## src/rtl/ifetch_if.sv

```systemverilog
// Fetch-side bus bundle: instruction memory request/response and decode handshake.
// master = ifetch, slave = memory and decode side.
interface ifetch_if;
    logic        imem_req_out;
    logic [15:0] imem_addr_out;
    logic        imem_gnt_in;
    logic        imem_rvalid_in;
    logic [15:0] imem_rdata_in;
    logic        ir_valid_out;
    logic [15:0] ir_out;
    logic [15:0] ir_pc_out;
    logic        ir_ready_in;

    modport master (
        output imem_req_out,
        output imem_addr_out,
        input  imem_gnt_in,
        input  imem_rvalid_in,
        input  imem_rdata_in,
        output ir_valid_out,
        output ir_out,
        output ir_pc_out,
        input  ir_ready_in
    );

    modport slave (
        input  imem_req_out,
        input  imem_addr_out,
        output imem_gnt_in,
        output imem_rvalid_in,
        output imem_rdata_in,
        input  ir_valid_out,
        input  ir_out,
        input  ir_pc_out,
        output ir_ready_in
    );
endinterface

```

## src/rtl/ifetch.sv

```systemverilog
// Instruction fetch: one outstanding memory read, DEPTH-entry instruction FIFO.
// Ports: clk, rst_n, pc_in, ps_out (PC select), redir_rel_in, redir_abs_in, bus (ifetch_if.master).
module ifetch #(
    parameter int DEPTH = 2
) (
    input  logic        clk,
    input  logic        rst_n,
    input  logic [15:0] pc_in,
    output logic [1:0]  ps_out,
    input  logic        redir_rel_in,
    input  logic        redir_abs_in,
    ifetch_if.master    bus
);
    localparam int AW = $clog2(DEPTH);
    localparam int CW = $clog2(DEPTH + 1);

    typedef enum logic [1:0] {IDLE, REQ, WAIT, KILL} state_t;

    state_t          state;
    logic [15:0]     tag;
    logic [15:0]     buf_d [DEPTH];
    logic [15:0]     buf_p [DEPTH];
    logic [AW-1:0]   rd_ptr;
    logic [AW-1:0]   wr_ptr;
    logic [CW-1:0]   count;

    logic redir;
    logic req;
    logic accept;
    logic push;
    logic pop;
    logic valid;

    assign redir  = redir_rel_in | redir_abs_in;
    assign req    = (state == REQ) && (count < CW'(DEPTH)) && !redir;
    assign accept = req & bus.imem_gnt_in;
    assign valid  = (count != '0);
    // A redirect squashes both ends of the FIFO; the flush wins.
    assign push   = (state == WAIT) && bus.imem_rvalid_in && !redir;
    assign pop    = valid && bus.ir_ready_in && !redir;

    assign bus.imem_req_out  = req;
    assign bus.imem_addr_out = (state == REQ) ? pc_in : '0;
    assign bus.ir_valid_out  = valid;
    assign bus.ir_out        = valid ? buf_d[rd_ptr] : '0;
    assign bus.ir_pc_out     = valid ? buf_p[rd_ptr] : '0;

    // Gated by rst_n so the PC register sees "hold" throughout reset.
    always_comb begin
        ps_out = 2'b00;
        if (!rst_n)
            ps_out = 2'b00;
        else if (redir_abs_in)
            ps_out = 2'b11;
        else if (redir_rel_in)
            ps_out = 2'b10;
        else if (accept)
            ps_out = 2'b01;
    end

    always_ff @(posedge clk or negedge rst_n) begin
        if (!rst_n) begin
            state <= IDLE;
            tag   <= '0;
        end else begin
            unique case (state)
                IDLE: state <= REQ;
                REQ: begin
                    if (accept) begin
                        tag   <= pc_in;
                        state <= WAIT;
                    end
                end
                WAIT: begin
                    if (bus.imem_rvalid_in)
                        state <= REQ;
                    else if (redir)
                        state <= KILL;
                end
                KILL: begin
                    if (bus.imem_rvalid_in)
                        state <= REQ;
                end
                default: state <= IDLE;
            endcase
        end
    end

    always_ff @(posedge clk or negedge rst_n) begin
        if (!rst_n) begin
            rd_ptr <= '0;
            wr_ptr <= '0;
            count  <= '0;
        end else if (redir) begin
            rd_ptr <= '0;
            wr_ptr <= '0;
            count  <= '0;
        end else begin
            if (push)
                wr_ptr <= wr_ptr + 1'b1;
            if (pop)
                rd_ptr <= rd_ptr + 1'b1;
            unique case ({push, pop})
                2'b10:   count <= count + 1'b1;
                2'b01:   count <= count - 1'b1;
                default: count <= count;
            endcase
        end
    end

    // Storage needs no reset: entries are only visible while counted valid.
    always_ff @(posedge clk) begin
        if (push) begin
            buf_d[wr_ptr] <= bus.imem_rdata_in;
            buf_p[wr_ptr] <= tag;
        end
    end
endmodule

```

## src/flat_wrapper.sv

```systemverilog
// flat-port wrapper written by rule: the top's interface ports become plain ports
module ifetch_flat 
#(
    parameter int DEPTH = 2
)
  (clk, rst_n, pc_in, ps_out, redir_rel_in, redir_abs_in, bus_imem_req_out, bus_imem_addr_out, bus_imem_gnt_in, bus_imem_rvalid_in, bus_imem_rdata_in, bus_ir_valid_out, bus_ir_out, bus_ir_pc_out, bus_ir_ready_in);
  ifetch_if bus_i ();
  input  logic clk;
  input  logic rst_n;
  input  logic [15:0] pc_in;
  output logic [1:0] ps_out;
  input  logic redir_rel_in;
  input  logic redir_abs_in;
  output wire logic [$bits(bus_i.imem_req_out)-1:0] bus_imem_req_out;
  output wire logic [$bits(bus_i.imem_addr_out)-1:0] bus_imem_addr_out;
  input wire logic [$bits(bus_i.imem_gnt_in)-1:0] bus_imem_gnt_in;
  input wire logic [$bits(bus_i.imem_rvalid_in)-1:0] bus_imem_rvalid_in;
  input wire logic [$bits(bus_i.imem_rdata_in)-1:0] bus_imem_rdata_in;
  output wire logic [$bits(bus_i.ir_valid_out)-1:0] bus_ir_valid_out;
  output wire logic [$bits(bus_i.ir_out)-1:0] bus_ir_out;
  output wire logic [$bits(bus_i.ir_pc_out)-1:0] bus_ir_pc_out;
  input wire logic [$bits(bus_i.ir_ready_in)-1:0] bus_ir_ready_in;
  assign bus_imem_req_out = bus_i.imem_req_out;
  assign bus_imem_addr_out = bus_i.imem_addr_out;
  assign bus_i.imem_gnt_in = bus_imem_gnt_in;
  assign bus_i.imem_rvalid_in = bus_imem_rvalid_in;
  assign bus_i.imem_rdata_in = bus_imem_rdata_in;
  assign bus_ir_valid_out = bus_i.ir_valid_out;
  assign bus_ir_out = bus_i.ir_out;
  assign bus_ir_pc_out = bus_i.ir_pc_out;
  assign bus_i.ir_ready_in = bus_ir_ready_in;
  ifetch #(.DEPTH(DEPTH)) u_core (.clk(clk), .rst_n(rst_n), .pc_in(pc_in), .ps_out(ps_out), .redir_rel_in(redir_rel_in), .redir_abs_in(redir_abs_in), .bus(bus_i));
endmodule
```

## config.mk

```make
export PLATFORM = sky130hd
export DESIGN_NAME = ifetch_flat
export DESIGN_NICKNAME = d
export VERILOG_FILES = /design/src/rtl/ifetch_if.sv /design/src/rtl/ifetch.sv /design/src/flat_wrapper.sv
export SDC_FILE = /design/constraint.sdc
export NUM_CORES = 1
export LEC_CHECK = 0
export ABC_AREA = 0
export BUFFER_PORTS_ARGS = -buffer_cell sky130_fd_sc_hd__buf_2
export CAP_MARGIN = 10
export CELL_PAD_IN_SITES_DETAIL_PLACEMENT = 1
export CELL_PAD_IN_SITES_GLOBAL_PLACEMENT = 2
export CORE_MARGIN = 4
export CORE_UTILIZATION = 34
export CTS_BUF_LIST = sky130_fd_sc_hd__clkbuf_4 sky130_fd_sc_hd__clkbuf_8
export DETAILED_ROUTE_END_ITERATION = 8
export GPL_ROUTABILITY_DRIVEN = 0
export PLACE_DENSITY = 0.88
export SLEW_MARGIN = 20
export SYNTH_ARGS = -nofsm -noshare
export SYNTH_HDL_FRONTEND = slang
export SYNTH_SLANG_ARGS = --single-unit
```

## constraint.sdc

```tcl
create_clock -name clk -period 2.42 [get_ports clk]
set_input_delay 0.484 -clock clk [delete_from_list [all_inputs] [get_ports clk]]
set_output_delay 0.484 -clock clk [all_outputs]
set_load 0.01 [all_outputs]
```

After elaboration in Yosys (flattened, before gate mapping). Memories as Yosys holds them, arrays and structs flattened. Index checks and enable logic that the tools add are counted.

Bits in writable memories: 64. Logic and storage cells: 56. Memories: 2. Output and inout bits: 52. Bits in registers: 22.

Memory list: u_core.buf_d (words 2, width 16, read ports 1, clocked after memory_dff 0, wr ports 1, line ifetch.sv:21) `logic [15:0] buf_d [DEPTH];`; u_core.buf_p (words 2, width 16, read ports 1, clocked after memory_dff 0, wr ports 1, line ifetch.sv:22) `logic [15:0] buf_p [DEPTH];`.

Add/subtract/negate cells: 4. Bitwise logic cells: 2. Eq/ne operators: 8. Multiplexer cells: 20. Order comparisons: 1. Reduce and logical (&&, ||, !) cells: 14.

Operator list (count): 2-to-1 mux 16 bit (3); 2-to-1 mux 2 bit (8); case mux 2 bit (4 select lines) (1); 2-to-1 mux 1 bit (7); equality test 2 bit, second input constant (3); logical AND 1 bit (6); nonzero test 2 bit (3); equality test 2 x 1 -> 1 bit, second input constant (2); case mux 2 bit (2 select lines) (1); inequality test 3 x 2 -> 1 bit, second input constant (1); AND reduction 3 bit (1); nonzero test 3 bit (1); adder 1 bit, second input constant (2); adder 2 x 1 -> 2 bit, second input constant (1); zero test 2 bit (1); < comparator 2 bit, second input constant (1); inequality test 2 x 1 -> 1 bit, second input constant (1); inequality test 2 bit, second input constant (1); AND reduction 2 bit (1); subtractor 2 x 1 -> 2 bit, second input constant (1); bitwise AND 1 bit (1); zero test 1 bit (1); OR 1 bit (1).

Logic depth before layout (Yosys ltp). Gate-level depths: netlist of the first run.

Word-level depth: 8. Depth in mapped cells: 8.

Least setup slack after synthesis of the first run. No wires, ideal clock.

Path type: input-to-reg. Start: input port redir_rel_in. End: memory u_core.buf_d[0][0], enable pin. Path slack: -102 ps. Data required time: 1999 ps. Stages on the path: 3. Arrival: 2101 ps. Path buffers: 0. Cell sequence: nor2_2 -> nand3_1 -> nor2_1.

Longest elaborated chain between the ends: 5.

RTL lines: start: declaration (line flat_wrapper.sv:12) `input logic redir_rel_in;`; OR 1 bit (line ifetch.sv:34) `assign redir = redir_rel_in | redir_abs_in;`; zero test 1 bit (line ifetch.sv:39) `assign push = (state == WAIT) && bus.imem_rvalid_in && !redir;`; logical AND 1 bit (line ifetch.sv:39); 2-to-1 mux 1 bit (line ifetch.sv:113) `if (push) begin`; 2-to-1 mux 1 bit (not written as such) (line ifetch.sv:114) `buf_d[wr_ptr] <= bus.imem_rdata_in;`; end: declaration (line ifetch.sv:21).

No other way between the ends.

Worst setup path in the final report of the first run.
Start: input port rst_n. End: output port ps_out[0].

Longest elaborated chain between the ends: 1.

RTL lines: start: declaration (line flat_wrapper.sv:9) `input logic rst_n;`; 2-to-1 mux 2 bit (line ifetch.sv:51) `if (!rst_n)`; end: declaration (line flat_wrapper.sv:11) `output logic [1:0] ps_out;`.

No other way between the ends.

==> qor.yml, run 1 <==
pwr:
  p_per_area_nw_per_um2: 813.8
  peakVddDrop_v: 0.0004470
  leakage_nw: 1.818
synthesis:
  synth_area_leader_cell: "edfxtp_1"
  async_flop_share: 0.2558
  syn_area_per_cell_um2: 15.35
  syn-instance-count: 235
  synth.distinct_cells: 28
  ys_top_cells_by_count: "edfxtp_1, nor2_1, mux2i_1"
  ys.flop_type: "edfxtp_1"
  synth_seq_cells: 86
  yosysTopAreaCellShare: 0.5328
  synth.cell_area_um2: 3607
  yosysMostFrequentCell: "edfxtp_1"
  synth_nets: 278
  synth_area_leaders: "edfxtp_1, dfrtp_1, mux2i_1"
  yosys_warnings: 0
  synth-edff-count: 64
  ys_seq_area_frac: 0.6854
critical_path:
  r2r_end: "u_core.count[1]"
  cp-startpoint: "rst_n"
  cp.required_ns: 1.94
  r2r_cells: 6
  cpMostUsedCell: "buf_2"
  crit_path_end_kind: "output pin"
  cp.arrival_ns: 1.62
  critPathKind: "primary input to output pin"
  critPathMaxStageDelay_ns: 0.52
  cp.buffers_inverters: 3
  critical_path_peak_fanout: 10
  cp_cell_sequence: "dlygate4sd3_1 -> buf_2 -> a21boi_0 -> buf_2"
  critPathSlowestCell: "dlygate4sd3_1"
  critPathTopFamily: "buffers and inverters"
  r2r_setup_slack_ns: 0.55
  r2r-start: "u_core.state[0]"
  startpoint_type: "primary input"
route:
  wl_um: 7362
  drt_iter0_markers: 49
  ant_nets: 0
  firstDrtPassIters: 3
  post_drt_wl_per_cell_um: 15.50
  vias_per_cell: 4.512
  vias: 2143
  drc_errors: 0
clock_tree:
  clk_pin_slew_ns: 0.08
  clock_latency_ns: 0.35
  clock_path_buffers: 2
  cts_buffers: 9
  tritoncts: "yes"
  cts_max_level: 3
  root_buffer: "clkbuf_8"
  cts_resized: 0
  postCtsHoldBufs: 1
  cts.sinks: 86
  cts_setup_buffers: 0
placed_design:
  dp_cells: 458
  hpwlAfterDp_um: 5109
  io_buffers: 90
  placedInstanceArea_um2: 4260
layout:
  fillers: 1094
  regArea_um2: 2474
  nets: 377
  antenna-diode-count: 0
  fin_area_um2: 4452
  area.growth.synth_to_final_pct: 23.41
  stdcell_count: 475
  multiInputGateArea_um2: 1051
  post-route-util: 0.4312
  drive_above_1_share: 0.4100
job:
  cap_violations: 0
global_routing:
  antenna_found_initial: 0
  grt_usage: 0.1267
  grt_pass1_wl_um: 12170
  grt_pass1_vias: 2326
  overflow: 0
  grt_max_degree: 33
sta:
  clock-skew-final_ns: 0.007918
  holdWs_ns: 0.3186
  finalHoldViolCount: 0
  worst_pin_slew_ns: 0.3625
  fmax_mhz: 476.1
  fin_crit_sh: 0.8680
  relSlewSlack: 0.7583
  slew_viol_final: 0
  rsz0062_at_grt: "false"
  fin_crit_ns: 2.101
  finalSetupViolations: 0
min_path:
  holdCritStartpoint: "bus_imem_rdata_in[14]"
  hold_end: "u_core.buf_d[1][14]"
  hold_path_class: "primary input to register"
  worstHoldPathCells: 1
floorplan:
  die_x_um: 111
  initial_utilization: 0.3494
  core-area_um2: 10320
  ios: 91
  row_count: 37
  die-area_um2: 12320
  fp.dieH_um: 111
run_status:
  outcome: "completed"
==> cells by family (layout without fill, tap and decap cells) <==
kind of cell,after synthesis,after routing,share of synthesized area
AOI/OAI and AO/OA,9,9,0.01839
muxes,48,48,0.1554
DFF,86,86,0.6854
adders and majority gates,4,4,0.01387
and+or+nand+nor,66,66,0.08776
buffers and inverters,18,122,0.02948
xor gates and xnor gates,4,4,0.009714
==> worst max-delay path by stage <==
stage | to | slack [ns] | cells after the start
after floorplan | u_core.buf_d[0][0] | -0.10 | 3
after global placement | u_core.count[1] | 0.52 | 6
after detailed placement | u_core.count[1] | 0.44 | 6
after CTS | bus_imem_addr_out[2] | 0.27 | 5
after global routing | bus_imem_addr_out[11] | 0.19 | 5
final | ps_out[0] | 0.32 | 4
==> per-stage QoR <==
stage	setup TNS [ns]	power (mW)	worst slack, ns
after floorplan	-6.512	2.468	-0.1018
after global placement	0	2.712	0.5194
after detailed placement	0	2.764	0.4387
after CTS	0	3.696	0.2712
after global routing	0	3.856	0.1888
final	0	3.623	0.3194
==> state kept, by name, summed over array words and instances, names as in the netlist <==
name           cells
u_core.wr_ptr      1
u_core.buf_p      32
u_core.tag        16
u_core.count       2
u_core.rd_ptr      1
u_core.state       2
u_core.buf_d      32
==> cells in the final DEF, fill, tap and decap left out, types with 4 or more instances in the layout <==
master / netlist / final
buf_2: 4 / 90
edfxtp_1: 64 / 64
nor2_1: 40 / 37
mux2i_1: 32 / 32
dfrtp_1: 22 / 21
and2_1: 17 / 17
mux2_4: 16 / 16
clkbuf_8: 0 / 10
buf_4: 3 / 7
inv_1: 5 / 5
o21ai_0: 4 / 4
ha_1: 4 / 4
==> layer usage <==
layer  track usage  part of all wire
met1        0.1529              0.43
met2        0.2176              0.51
met3       0.03657             0.046
met4       0.04187             0.013
met5             0                 0
==> area by class of cell <==
| class | instances | share of cell area |
|---|---|---|
| clock inverters | 5 | 0.008151 |
| well taps | 136 | 0.03822 |
| clock buffers | 11 | 0.03260 |
| flip-flops and latches | 86 | 0.5556 |
| multi-input cells | 131 | 0.2361 |
| repair buffers | 100 | 0.1242 |
| inverters | 6 | 0.005059 |
==> worst register-to-register path, cell delays in order, from the launching register on <==
cell,delay (ns)
dfrtp_1,0.42
inv_1,0.07
ha_1,0.19
nand3_1,0.21
ha_1,0.40
or3_1,0.35
a21oi_1,0.15
==> where the power goes <==
group | switching (mW) | leakage (nW) | internal [mW]
combinational | 0.347 | 0.878 | 0.423
clock | 0.492 | 0.0967 | 0.414
sequential | 0.120 | 0.844 | 1.83
total | 0.959 | 1.82 | 2.66
Power figures use the tool's default switching activity.
==> run 2, diff against run 1 <==
ABC_AREA = 1   (was 0)
CORE_UTILIZATION = 31   (was 34)
PLACE_DENSITY = 0.87   (was 0.88)
==> run 2 against run 1 <==
  * Setup slack improved by 0.041 ns
  * Register-to-register slack improved by 0.16 ns
  * Sequential share of layout area fell by 0.63 points
  * Final area rose by 1.1%
  * Critical endpoint is now bus_ir_pc_out[10]
  * Clock skew rose by 0.0056 ns
  * Count of clock-buffer cells in the layout fell by 1
  * Largest power group unchanged
  * Total power rose by 1.5%
  * Flip-flop and latch count did not move
  * Synthesized cell count rose by 43%
  * Area after synthesis rose by 2.5%
==> qor.yml, run 2 <==
pwr:
  leakage_nw: 2.118
  p_per_area_nw_per_um2: 817.0
  peakVddDrop_v: 0.0002431
  p_total_mw: 3.677
critical_path:
  r2r-start: "u_core.state[0]"
  startpoint_type: "register"
  endpoint: "bus_ir_pc_out[10]"
  critical_path_peak_fanout: 32
  cp.required_ns: 1.94
  r2r_setup_slack_ns: 0.71
  cp.arrival_ns: 1.58
  critPathKind: "register to output pin"
  r2r_end: "u_core.count[1]"
  cp-startpoint: "u_core.count[1]"
  r2r_cells: 10
  crit_path_end_kind: "output pin"
sta:
  relSlewSlack: 0.7056
  rsz0062_at_grt: "false"
  fmax_mhz: 485.4
  finalSetupViolations: 0
  fin_crit_ns: 2.060
  finalHoldViolCount: 0
  worst_pin_slew_ns: 0.4416
  clock-skew-final_ns: 0.01354
  holdWs_ns: 0.1111
  slew_viol_final: 0
  fin_ws_ns: 0.3600
  fin_crit_sh: 0.8512
  tns_ns: 0
global_routing:
  grt_pass1_vias: 2583
  grt_max_degree: 34
  antenna_found_initial: 0
  grt_pass1_wl_um: 12400
  overflow: 0
  grt_usage: 0.1200
clock_tree:
  root_buffer: "clkbuf_8"
  clock_latency_ns: 0.36
  cts_max_level: 3
  clock_path_buffers: 2
  tritoncts: "yes"
  cts_resized: 0
  cts_setup_buffers: 0
  clk_pin_slew_ns: 0.09
  cts_buffers: 9
  postCtsHoldBufs: 0
  cts.sinks: 86
route:
  ant_nets: 0
  wl_met2_um: 3664
  drc_errors: 0
  top_layer: "met4"
  post_drt_wl_per_cell_um: 13.38
  wl_um: 7746
  met1_length_um: 3540
  wl_met3_um: 365
  drt_iter0_markers: 52
  vias: 2513
  firstDrtPassIters: 4
  vias_per_cell: 4.340
layout:
  regArea_um2: 2472
  fillers: 1319
  nets: 474
  area.growth.synth_to_final_pct: 21.77
  post-route-util: 0.3892
  multiInputGateArea_um2: 947.2
  mostFrequentLayoutCells: "nand2_1, buf_2, edfxtp_1"
  drive_above_1_share: 0.3257
  final_common_cell: "nand2_1"
  antenna-diode-count: 0
  biggestRegsByFlops: "u_core.buf_d: 32 flops, u_core.buf_p: 32 flops, u_core.tag: 16 flops"
floorplan:
  fp.dieH_um: 117.2
  initial_utilization: 0.3196
  ios: 91
  core-area_um2: 11560
  die_x_um: 117.2
  die-area_um2: 13730
  row_count: 39
placed_design:
  preCtsSetupSlack_ns: 0.5187
  io_buffers: 90
  hpwlAfterDp_um: 5535
min_path:
  hold_path_class: "primary input to async pin"
synthesis:
  ys_top_cells_by_count: "nand2_1, edfxtp_1, inv_1"
  async_flop_share: 0.2558
  yosys_warnings: 0
  synth.distinct_cells: 24
  ys.flop_type: "edfxtp_1"
  syn_area_per_cell_um2: 11.03
  yosysTopAreaCellShare: 0.5200
  synth_area_leaders: "edfxtp_1, dfrtp_1, nand2_1"
  yosysMostFrequentCell: "nand2_1"
  syn-instance-count: 335
  synth.cell_area_um2: 3696
  synth_nets: 378
  synth-edff-count: 64
  synth_area_leader_cell: "edfxtp_1"
  synth_seq_cells: 86
  ys_seq_area_frac: 0.6689
run_status:
  outcome: "completed"
job:
  cap_violations: 0
==> run 2: cell count changes after synthesis, moves of 16 or more <==
| cell | change |
|---|---|
| a21oi_1 | +32 |
| and2_1 | -17 |
| inv_1 | +37 |
| mux2_4 | -16 |
| mux2i_1 | -32 |
| nand2_1 | +109 |
| nor2_1 | -31 |
| o21ai_2 | +16 |
==> run 2: critical path, cell delays in order (launching register included) <==
cell and delay, ns:
dfrtp_1 0.47, inv_2 0.08, nand2_2 0.09, inv_4 0.30, a21oi_1 0.11, buf_2 0.16
==> run 2: cells by family after synthesis <==
logic type | after synthesis | synth area share
and+or+nand+nor | 129 | 0.1435
DFF | 86 | 0.6689
buffers and inverters | 61 | 0.07888
AOI/OAI and AO/OA | 55 | 0.09513
adders and majority gates | 4 | 0.01354
==> run 2: report_power, final <==
| group | internal (mW) | leakage [nW] | switching (mW) |
|---|---|---|---|
| combinational | 0.291 | 1.17 | 0.416 |
| clock | 0.499 | 0.0920 | 0.499 |
| sequential | 1.83 | 0.858 | 0.138 |
| total | 2.62 | 2.12 | 1.05 |
==> run 2: routing by layer <==
| metal | vias up | GRT usage |
|---|---|---|
| li1 | 1281 | - |
| met1 | 1151 | 0.1487 |
| met2 | 68 | 0.1972 |
| met3 | 13 | 0.02262 |
| met4 | 0 | 0.06651 |
| met5 | - | 0 |
==> run 2: worst min-delay path by stage <==
stage                     cells after the start  slack, ns                  to     startpoint
after global placement                        0       0.45  u_core.buf_p[0][0]  u_core.tag[0]
after floorplan                               0       0.19     u_core.count[0]          rst_n
after global routing                          2       0.13     u_core.state[0]          rst_n
after detailed placement                      0       0.46  u_core.buf_p[1][0]  u_core.tag[0]
after CTS                                     2        0.1     u_core.state[1]          rst_n
final                                         2       0.11     u_core.state[0]          rst_n
==> run 2: final cells by class <==
class / count / area share
multi-input combinational: 188 / 0.2105
clock inverter: 6 / 0.01362
clock buffer: 10 / 0.03058
sequential: 86 / 0.5493
inverter: 46 / 0.03948
tap: 143 / 0.03976
timing repair buffer: 100 / 0.1168
==> run 2: per-stage QoR <==
stage	instance area, um2	cells
after global routing	4501	579
after detailed placement	4299	563
final	4501	579
after floorplan	3701	335
after global placement	4299	563
after CTS	4498	579
==> run 3, diff against run 2 <==
SETUP_SLACK_MARGIN = 0.5   (was not set)
==> run 3 against run 2 <==
  * Via count grew 5.7%
  * Count of clock-buffer cells in the layout grew 1
  * Critical path depth stayed put
  * First-iteration DRC count grew 23%
  * Utilization grew 4.3 points
  * Final area increased by 11%
  * Sequential power about the same
  * Cell count increased by 2.4%
  * Critical path type unchanged
  * Critical endpoint is now bus_ir_pc_out[1]
  * Largest power group unchanged
==> qor.yml, run 3 (synthesis gave the netlist of run 2 again) <==
pwr:
  swShare: 0.2844
  p_int_mw: 2.705
  p_switching_mw: 1.075
  p_total_mw: 3.780
  pwr-share-clk: 0.265
  peakVddDrop_v: 0.0003162
  leakage_nw: 2.241
  share_comb_of_total_power: 0.211
  p_per_area_nw_per_um2: 756.8
  p_seq_frac: 0.525
clock_tree:
  clock_latency_ns: 0.35
  cts.sinks: 86
  tritoncts: "yes"
  clock_path_buffers: 2
  clk_pin_slew_ns: 0.09
  cts_buffers: 9
  postCtsHoldBufs: 0
  root_buffer: "clkbuf_8"
  cts_max_level: 3
critical_path:
  critPathKind: "register to output pin"
  cp.arrival_ns: 1.46
  critical_path_peak_fanout: 7
  startpoint_type: "register"
  crit_path_end_kind: "output pin"
  cp.required_ns: 1.94
floorplan:
  die-area_um2: 13730
  core-area_um2: 11560
  die_x_um: 117.2
  ios: 91
  row_count: 39
  initial_utilization: 0.3196
  fp.dieH_um: 117.2
layout:
  antenna-diode-count: 0
  biggestRegsByFlops: "u_core.buf_d: 32 flops, u_core.buf_p: 32 flops, u_core.tag: 16 flops"
  stdcell_count: 593
  nets: 488
  mostFrequentLayoutCells: "nand2_1, buf_2, edfxtp_1"
  fin_area_um2: 4995
  fillers: 1272
  drive_above_1_share: 0.4711
  post-route-util: 0.4319
  area.growth.synth_to_final_pct: 35.14
sta:
  finalHoldViolCount: 0
  relSlewSlack: 0.7106
  holdWs_ns: 0.1154
  worst_pin_slew_ns: 0.4341
  fin_ws_ns: 0.4774
  fmax_mhz: 514.8
  rsz0062_at_grt: "true"
  fin_crit_ns: 1.943
  finalSetupViolations: 0
  clock-skew-final_ns: 0.01191
  slew_viol_final: 0
  fin_crit_sh: 0.8027
  tns_ns: 0
global_routing:
  busiest_layer: "met2"
  grt_util_met3: 0.03188
  globalRouteMet2Util: 0.2142
  antenna_found_initial: 0
  use_met1: 0.1566
  grt_pass1_wl_um: 13250
  grt_pass1_vias: 2739
  grt_usage: 0.1270
  grt_max_degree: 34
  overflow: 0
placed_design:
  dp_cells: 562
  io_buffers: 90
  placedInstanceArea_um2: 4292
  preCtsSetupSlack_ns: 0.5094
  hpwlAfterDp_um: 5630
route:
  drc_errors: 0
  wl_um: 8795
  firstDrtPassIters: 6
  post_drt_wl_per_cell_um: 14.83
  vias_per_cell: 4.477
  drt_iter0_markers: 64
  ant_nets: 0
  vias: 2655
min_path:
  hold_path_class: "primary input to async pin"
job:
  cap_violations: 0
run_status:
  outcome: "completed"
run 3: changes by cell type in the layout (fill, tap and decap cells not counted), sizes merged:
cell,delta
inv,+1
buf,+10
clkbuf,+3
clkinvlp,-2
clkinv,+2
run 3: worst paths after layout:
path	cells past startpoint	slack [ns]	endpoint	startpoint
worst max-delay path	5	0.48	bus_ir_pc_out[1]	u_core.rd_ptr
worst min-delay path	2	0.12	u_core.state[0]	rst_n
worst max register to register	12	0.64	u_core.state[1]	u_core.state[1]
worst min register to register	0	0.48	u_core.buf_p[1][3]	u_core.tag[3]
max in group asynchronous	2	2.06	u_core.rd_ptr	rst_n
min in group clk	1	0.32	u_core.buf_d[1][0]	bus_imem_rdata_in[0]
run 3: power groups by stage:
| stage | clock network (mW) | registers, mW | logic, mW |
|---|---|---|---|
| after floorplan | 0 | 1.95 | 0.530 |
| after global placement | 0 | 2.00 | 0.701 |
| after detailed placement | 0 | 2.01 | 0.725 |
| after CTS | 1.04 | 1.98 | 0.773 |
| after global routing | 1.12 | 2.02 | 0.902 |
| final | 1.00 | 1.98 | 0.797 |
run 3: final cells by class:
cell class	count	area, um2	area share
Clock buffer	11	145.1	0.02906
Clock inverter	5	58.81	0.01177
Inverter	46	192.7	0.03858
Multi-Input combinational cell	188	1201	0.2405
Sequential cell	86	2476	0.4957
Tap cell	143	178.9	0.03582
Timing Repair Buffer	112	714.4	0.1430
Timing Repair inverter	2	27.53	0.005511
run 3: repair_timing:
action                     4_1_cts  5_1_grt
setup endpoints to repair       50       81
pin swaps                        0       19
cloned                           2        4
resized for setup               26       73
setup buffers                    4        5
run 3: per-layer routing:
layer,part of all wire,vias up
met5,0,-
met4,0.015,0
met3,0.049,11
met2,0.50,79
met1,0.43,1257
li1,-,1308
run 3: worst max-delay path: stages, from the launching register on:
cell and delay [ns]:
dfrtp_2 0.45, clkinv_4 0.13, buf_12 0.15, nand2_2 0.05
a21oi_2 0.16, buf_2 0.16
